==> src/rtl/i2s_receiver.sv <==
// I2S receiver: synchronises sck/ws/sd into the clk domain, deserialises left/right
// words of a selectable length and presents them as a matched pair with a valid pulse.
`timescale 1ns/1ps
module i2s_receiver (
  input  logic        clk,
  input  logic        rst,
  input  logic        sck,
  input  logic        ws,
  input  logic        sd,
  input  logic [3:0]  sample_size,
  output logic [31:0] sample_left,
  output logic [31:0] sample_right,
  output logic        valid,
  output logic        frame_err,
  output logic        busy
);

  typedef enum logic [1:0] {IDLE, DELAY, SHIFT, HOLD} state_t;

  state_t      state, state_next;
  logic [2:0]  sck_sync;
  logic [1:0]  ws_sync, sd_sync;
  logic        ws_prev;
  logic [5:0]  n_bits, n_sel, cnt;
  logic [31:0] shreg, left_hold, word;
  logic        chan;
  logic        left_ok, pair_done;
  logic        sck_rise, ws_edge, ws_fall, last_bit;
  logic        do_start, do_toggle, do_clear, do_shift, do_store, do_err;

  // ws is compared against its value at the previous sck edge, so a
  // transition is seen exactly once, on the first edge carrying the new level
  assign sck_rise = sck_sync[1] & ~sck_sync[2];
  assign ws_edge  = sck_rise & (ws_sync[1] != ws_prev);
  assign ws_fall  = ws_edge & ~ws_sync[1];
  assign last_bit = (cnt + 6'd1) == n_bits;
  assign word     = {shreg[30:0], sd_sync[1]};
  assign busy     = (state != IDLE);

  always_comb begin
    case (sample_size)
      4'd0:    n_sel = 6'd8;
      4'd1:    n_sel = 6'd12;
      4'd4:    n_sel = 6'd32;
      default: n_sel = 6'd16;
    endcase
  end

  always_comb begin
    state_next = state;
    do_start   = 1'b0;
    do_toggle  = 1'b0;
    do_clear   = 1'b0;
    do_shift   = 1'b0;
    do_store   = 1'b0;
    do_err     = 1'b0;
    if (sck_rise) begin
      case (state)
        IDLE: if (ws_fall) begin
          state_next = DELAY;
          do_start   = 1'b1;
        end
        DELAY: if (ws_edge) begin
          do_err    = 1'b1;
          do_toggle = 1'b1;
        end else begin
          state_next = SHIFT;
          do_clear   = 1'b1;
        end
        SHIFT: if (ws_edge) begin
          do_err     = 1'b1;
          do_toggle  = 1'b1;
          state_next = DELAY;
        end else begin
          do_shift = 1'b1;
          if (last_bit) begin
            do_store   = 1'b1;
            state_next = HOLD;
          end
        end
        HOLD: if (ws_edge) begin
          do_toggle  = 1'b1;
          state_next = DELAY;
        end
        default: state_next = IDLE;
      endcase
    end
  end

  always_ff @(posedge clk) begin
    if (!rst) state <= IDLE;
    else      state <= state_next;
  end

  always_ff @(posedge clk) begin
    if (!rst) begin
      sck_sync     <= '0;
      ws_sync      <= '0;
      sd_sync      <= '0;
      ws_prev      <= 1'b0;
      n_bits       <= 6'd16;
      cnt          <= '0;
      shreg        <= '0;
      left_hold    <= '0;
      chan         <= 1'b0;
      left_ok      <= 1'b0;
      pair_done    <= 1'b0;
      sample_left  <= '0;
      sample_right <= '0;
      valid        <= 1'b0;
      frame_err    <= 1'b0;
    end else begin
      sck_sync  <= {sck_sync[1:0], sck};
      ws_sync   <= {ws_sync[0], ws};
      sd_sync   <= {sd_sync[0], sd};
      frame_err <= do_err;
      pair_done <= 1'b0;
      valid     <= pair_done;
      if (sck_rise) ws_prev <= ws_sync[1];
      // a ws falling edge opens a new frame: any earlier left word is stale
      if (ws_fall) begin
        n_bits  <= n_sel;
        left_ok <= 1'b0;
      end
      if (do_start)  chan <= 1'b0;
      if (do_toggle) chan <= ~chan;
      if (do_clear) begin
        cnt   <= '0;
        shreg <= '0;
      end
      if (do_shift) begin
        shreg <= word;
        cnt   <= cnt + 6'd1;
      end
      if (do_store) begin
        if (!chan) begin
          left_hold <= word;
          left_ok   <= 1'b1;
        end else if (left_ok) begin
          sample_left  <= left_hold;
          sample_right <= word;
          pair_done    <= 1'b1;
          left_ok      <= 1'b0;
        end
      end
    end
  end

endmodule

==> config.mk <==
export PLATFORM = sky130hd
export DESIGN_NAME = i2s_receiver
export DESIGN_NICKNAME = d
export VERILOG_FILES = /design/src/rtl/i2s_receiver.sv
export SDC_FILE = /design/constraint.sdc
export NUM_CORES = 1
export LEC_CHECK = 0
export BUFFER_PORTS_ARGS = -buffer_cell sky130_fd_sc_hd__buf_2
export CAP_MARGIN = 15
export CORE_ASPECT_RATIO = 1.25
export CORE_MARGIN = 1.5
export CORE_UTILIZATION = 52
export DETAILED_ROUTE_END_ITERATION = 6
export PLACE_DENSITY = 0.73
export SYNTH_ARGS = -nofsm -noshare
export SYNTH_HDL_FRONTEND = slang
export SYNTH_SLANG_ARGS = --single-unit
==> constraint.sdc <==
create_clock -name clk -period 2.3 [get_ports clk]
set_input_delay 0.46 -clock clk [delete_from_list [all_inputs] [get_ports clk]]
set_output_delay 0.46 -clock clk [all_outputs]
set_load 0.05 [all_outputs]
==> results of run 1 <==
## worst max-delay path by stage
stage	startpoint	end	slack, ns	cells after the start
final	state[0]	sample_right[0]	0.20	7
after global routing	state[0]	sample_right[11]	0.06	7
after CTS	state[0]	sample_right[0]	0.22	7
after detailed placement	state[0]	sample_left[7]	0.27	7
after global placement	state[0]	left_hold[1]	0.38	6
after floorplan	cnt[3]	left_hold[26]	0.45	8
## stage by stage
step	util (%)	cells
after floorplan	-	676
after global routing	62.77	862
after detailed placement	57.07	830
after global placement	57.07	830
final	62.77	862
after CTS	62.77	862
## area by class of cell
class                   count  area [um2]
inverters                   5       21.27
flip-flops and latches    152        3043
fillers                   913        4126
multi-input cells         448        2529
repair buffers             90       563.0
clock inverters            12       165.2
clock buffers              20       466.7
well taps                 135       168.9
## cells by family after synthesis
logic type	Yosys count	share of synthesized area (%)
AOI/OAI and AO/OA	253	23.88
and+or+nand+nor	180	15.66
DFF	152	51.68
buffers and inverters	76	5.843
xor gates and xnor gates	6	1.148
adders and majority gates	6	1.275
muxes	3	0.5100
## power by group through the flow
stage	logic, mW	registers, mW	clock network, mW
4_1_cts	0.0700	2.64	2.93
2_1_floorplan	0.0446	2.70	0
6_report	0.0701	2.64	2.89
3_5_place_dp	0.0696	2.70	0
3_3_place_gp	0.0684	2.70	0
5_1_grt	0.0762	2.64	3.04
## per-layer routing
layer	up-vias	wire length [um]	global-route usage [%]
met3	24	640	4.991
met2	151	6430	37.67
met5	-	0	0
met1	2423	5865	27.83
li1	2527	-	-
met4	0	249	8.803
## state kept, by name, indices dropped and copies added, names as in the netlist, 2 cells and up
name          count
shreg            31
sample_left      32
ws_sync           2
n_bits            4
sd_sync           2
left_hold        32
state             2
cnt               6
sample_right     32
sck_sync          3
## layout by cell type (no fill, tap or decap), types with 6 or more instances in the layout
| master | count |
|---|---|
| buf_2 | 75 |
| dfxtp_1 | 152 |
| and2_1 | 9 |
| nor2_1 | 41 |
| a22oi_1 | 33 |
| buf_4 | 9 |
| nand2_1 | 7 |
| ha_1 | 6 |
| nand3_1 | 68 |
| o21ai_0 | 97 |
| nand2b_1 | 6 |
| nand4_1 | 32 |
| buf_12 | 6 |
| clkinv_4 | 6 |
| a21oi_1 | 107 |
| clkbuf_16 | 17 |
==> impl_metrics.csv, run 1 <==
group,metric,value,unit
outcome,outcome,"complete, no violations",
cells_and_area,design_area,6957,um2
synth,synth_top_area_share,51.68,%
power,p_int,4.467,mW
run,drv_cap,0,
place,numPortBuffers,75,
sta,hold_violations,0,
power,peakVddDrop,623.8,uV
critical_path,path_delay_family,"simple AND/OR/NAND/NOR gates",
clock_tree,cts_hold_buf,0,
power,totalPowerFinal,5.606,mW
synth,ys_seq_elements,152,
floorplanning,rows,43,
synth,ys.flop_type,"dfxtp_1",
routing,wl,13190,um
synth,synth.avg_cell_area,8.710,um2
critical_path,cp.arrival,2.39,ns
routing,drt-initial-drc-count,462,
hold_path,hold_depth,2,
sta,rsz0062_at_grt,"no",
critical_path,path_cells,"inv_1, ha_1, and3_2, nand3_2, buf_12, o21ai_0, a21oi_1",
sta,layout_min_cycle_time,2.104,ns
hold_path,hp-start,"ws",
clock_tree,clock_sinks,152,
synth,synth_nets,691,
power,powerDensity,805.8,nW/um2
critical_path,reg2reg_from,"state[0]",
synth,yosys-top-cells-count,"dfxtp_1 (152), a21oi_1 (107), o21ai_0 (97), nand3_1 (69), clkbuf_1 (48)",
power,comb_power_share,1.3,%
routing,via_per_inst,5.945,
clock_tree,clk_latency,0.42,ns
floorplanning,fp.dieArea,11970,um2
floorplanning,start_util,53.13,%
place,hpwl,8009,um
synth,yosysTopAreaCell,"dfxtp_1",
global_route,grt_pass1_vias,4817,
place,placed_cell_area,6325,um2
power,p_switching,1.138,mW
critical_path,cpMaxStageDelayCell,"and3_2",
sta,setup_ws,0.1955,ns
routing,wl_per_cell,15.30,um
critical_path,crit_fanout,51,
critical_path,crit_type,"reg -> reg",
synth,synth_edf_count,0,
routing,drc,0,
place,place.gp.congestion,0.7838,
floorplanning,die-height,122.0,um
global_route,grt_max_degree,65,
sta,max_freq,475.2,MHz
routing,ant_nets,0,
power,pwr-share-seq,47.1,%
cells_and_area,diodes,0,
floorplanning,ios,76,
synth,synth_area_leaders,"dfxtp_1 (52%), a21oi_1 (9.1%), o21ai_0 (8.2%)",
sta,tns,0,ns
floorplanning,core,11080,um2
power,switching_share,20.31,%
critical_path,r2r_cells,7,
hold_path,hold_path.class,"in -> reg",
clock_tree,ctsRootBufferMaster,"clkbuf_16",
sta,tightest_slew,0.6115,ns
global_route,grt_overflow,0,
critical_path,slowest_delay,0.34,ns
power,power_leakage,2.548,nW
clock_tree,cts_tree,"done",
critical_path,crit_required,2.59,ns
sta,fin_worst_skew,0.006818,ns
cells_and_area,layout-drive-gt1-share,17.88,%
place,pre_cts_ws,0.2742,ns
synth,synthDistinctLibCells,39,
critical_path,critPathCaptureType,"flop",
synth,post-synth-top-count-cell,"dfxtp_1",
routing,firstDrtPassIters,5,
synth,ys_seq_area_share,51.68,%
sta,min_period_over_period,91.50,%
clock_tree,cts_setup_buffers,0,
floorplanning,die_w,98.18,um
sta,setup_viol,0,
synth,yosys_warnings,0,
clock_tree,clk_path_buf_depth,2,
global_route,grt_pass1_wl,22080,um
synth,synth_area,5888,um2
hold_path,worstHoldEndpoint,"ws_sync[0]",
sta,whs,0.2492,ns
global_route,grt_util_all_layers,22.32,%
synth,async_flop_share,0,%
clock_tree,clk_pin_slew_worst_paths,0.06,ns
sta,slew_violations,0,
critical_path,critPathBufInv,2,
clock_tree,ctsHtreeMaxLevel,4,
critical_path,r2r_slack,0.20,ns
cells_and_area,syn_to_final_growth,18.15,%
clock_tree,cts.repair.resized,0,
power,clockPowerShare,51.6,%
clock_tree,cts-buffers-inserted,17,
cells_and_area,fin_nets,729,
critical_path,startpoint_type,"flop",
sta,maxSlewHeadroom,59.23,%
critical_path,reg2reg_to,"sample_right[0]",
synth,synthCells,676,
routing,vias,5125,
global_route,antenna_found_initial,0,
(Power assumes the default switching activity.)
==> run 2: changes to the inputs <==
- REMOVE_ABC_BUFFERS: not set -> 1
- clock period: 2.3 -> 2.2 ns (I/O delays scaled with it)
==> impl_metrics.csv, run 2 (synthesized netlist as in run 1, its figures left out) <==
group,metric,value,unit
outcome,outcome,"complete, no violations",
critical_path,r2r_cells,6,
routing,wl_per_cell,15.37,um
power,peakVddDrop,571.4,uV
place,numPortBuffers,75,
sta,whs,0.2333,ns
floorplanning,rows,43,
run,drv_cap,0,
global_route,grt_pass1_wl,22360,um
critical_path,critPathCaptureType,"flop",
global_route,grt_max_degree,62,
clock_tree,ctsHtreeMaxLevel,4,
clock_tree,cts_hold_buf,0,
critical_path,cp.arrival,2.34,ns
critical_path,path_cells,"xor3_1, o22ai_2, o2111ai_4, buf_6, o21ai_0, a21oi_1",
clock_tree,clk_latency,0.42,ns
sta,maxSlewHeadroom,73.80,%
routing,drt-initial-drc-count,377,
cells_and_area,syn_to_final_growth,19.46,%
sta,tightest_slew,0.3930,ns
sta,layout_min_cycle_time,2.052,ns
global_route,antenna_found_initial,0,
routing,firstDrtPassIters,6,
clock_tree,clk_pin_slew_worst_paths,0.06,ns
global_route,grt_util_all_layers,22.65,%
floorplanning,die-height,122.0,um
critical_path,path_delay_family,"compound AO/OA/AOI/OAI gates",
clock_tree,cts_setup_buffers,0,
routing,ant_nets,0,
sta,slew_violations,0,
global_route,grt_overflow,0,
sta,max_freq,487.4,MHz
cells_and_area,design_area,7034,um2
clock_tree,ctsRootBufferMaster,"clkbuf_16",
sta,setup_ws,0.1483,ns
power,power_leakage,2.570,nW
cells_and_area,most-common-layout-cells,"dfxtp_1 (152), a21oi_1 (107), o21ai_0 (97), buf_2 (75), nand3_1 (68)",
place,placed_cell_area,6360,um2
critical_path,crit_type,"reg -> reg",
power,powerDensity,856.5,nW/um2
sta,min_period_over_period,93.26,%
critical_path,reg2reg_from,"n_bits[4]",
sta,fin_worst_skew,0.01272,ns
cells_and_area,reg_top3,"left_hold: 32 flops, sample_left: 32 flops, sample_right: 32 flops",
floorplanning,die_w,98.18,um
routing,via_per_inst,6.005,
place,hpwl,8159,um
hold_path,hp-start,"ws",
clock_tree,clock_sinks,152,
routing,vias,5194,
critical_path,startpoint_type,"flop",
critical_path,cpMaxStageDelayCell,"xor3_1",
sta,rsz0062_at_grt,"no",
critical_path,crit_fanout,31,
floorplanning,start_util,53.13,%
cells_and_area,fin_util,63.47,%
sta,setup_viol,0,
critical_path,slowest_delay,0.44,ns
cells_and_area,layout-drive-gt1-share,18.49,%
critical_path,crit_start,"n_bits[4]",
routing,drc,0,
clock_tree,clk_path_buf_depth,2,
routing,wl,13290,um
floorplanning,ios,76,
critical_path,critPathBufInv,1,
cells_and_area,diodes,0,
critical_path,crit_required,2.49,ns
global_route,grt_pass1_vias,4804,
cells_and_area,layout_commonest_cell,"dfxtp_1",
floorplanning,fp.dieArea,11970,um2
place,place.gp.congestion,0.7977,
floorplanning,core,11080,um2
clock_tree,cts-buffers-inserted,17,
sta,hold_violations,0,
clock_tree,cts_tree,"done",
place,pre_cts_ws,0.1653,ns
hold_path,hold_path.class,"in -> reg",
cells_and_area,fin_nets,732,
critical_path,cp_num_cells,6,
hold_path,hold_depth,2,
==> run 2: per-layer routing <==
metal,up-vias,part of all wire [%],track usage (%)
met2,169,50,38.23
met3,12,5.3,5.680
met1,2478,44,28.90
met5,-,0,0
met4,0,0.89,6.338
li1,2535,-,-
==> run 2: final timing paths <==
path | to | slack, ns
worst max-delay path | sample_left[30] | 0.15
worst min-delay path | ws_sync[0] | 0.23
worst max register to register | sample_left[30] | 0.15
worst min register to register | sd_sync[1] | 0.43
==> run 2: power by group <==
group | internal [mW] | switching (mW)
clock network | 2.05 | 1.14
registers | 2.76 | 0.00287
logic | 0.0206 | 0.0515
==> run 2: what timing repair did <==
| action | 4_1_cts | 5_1_grt |
|---|---|---|
| gates resized for setup | 0 | 3 |
| endpoints found under the setup margin | 0 | 5 |
| endpoints found under the hold margin | 0 | 0 |
==> run 2: layout make-up <==
class | count | area, um2
clock inverter | 14 | 221.5
fill | 950 | 4049
inverter | 5 | 21.27
timing repair buffer | 93 | 601.8
multi-input combinational | 448 | 2539
sequential | 152 | 3043
tap | 135 | 168.9
clock buffer | 18 | 439.2
==> run 2: per-stage QoR <==
stage               setup TNS (ns)  cells  power [mW]
global placement                 0    833       2.891
global route                     0    865       6.195
floorplan                  -175.86    605       2.859
CTS                              0    865       6.062
finish                           0    865       6.025
detailed placement               0    833       2.894
==> run 2: worst register-to-register path: cells and delay by family (launching register included) <==
family | cells | cell delay [ns]
flip-flops | 1 | 0.38
AO/OA/AOI/OAI | 4 | 0.85
buffers and inverters | 1 | 0.26
XOR/XNOR | 1 | 0.44
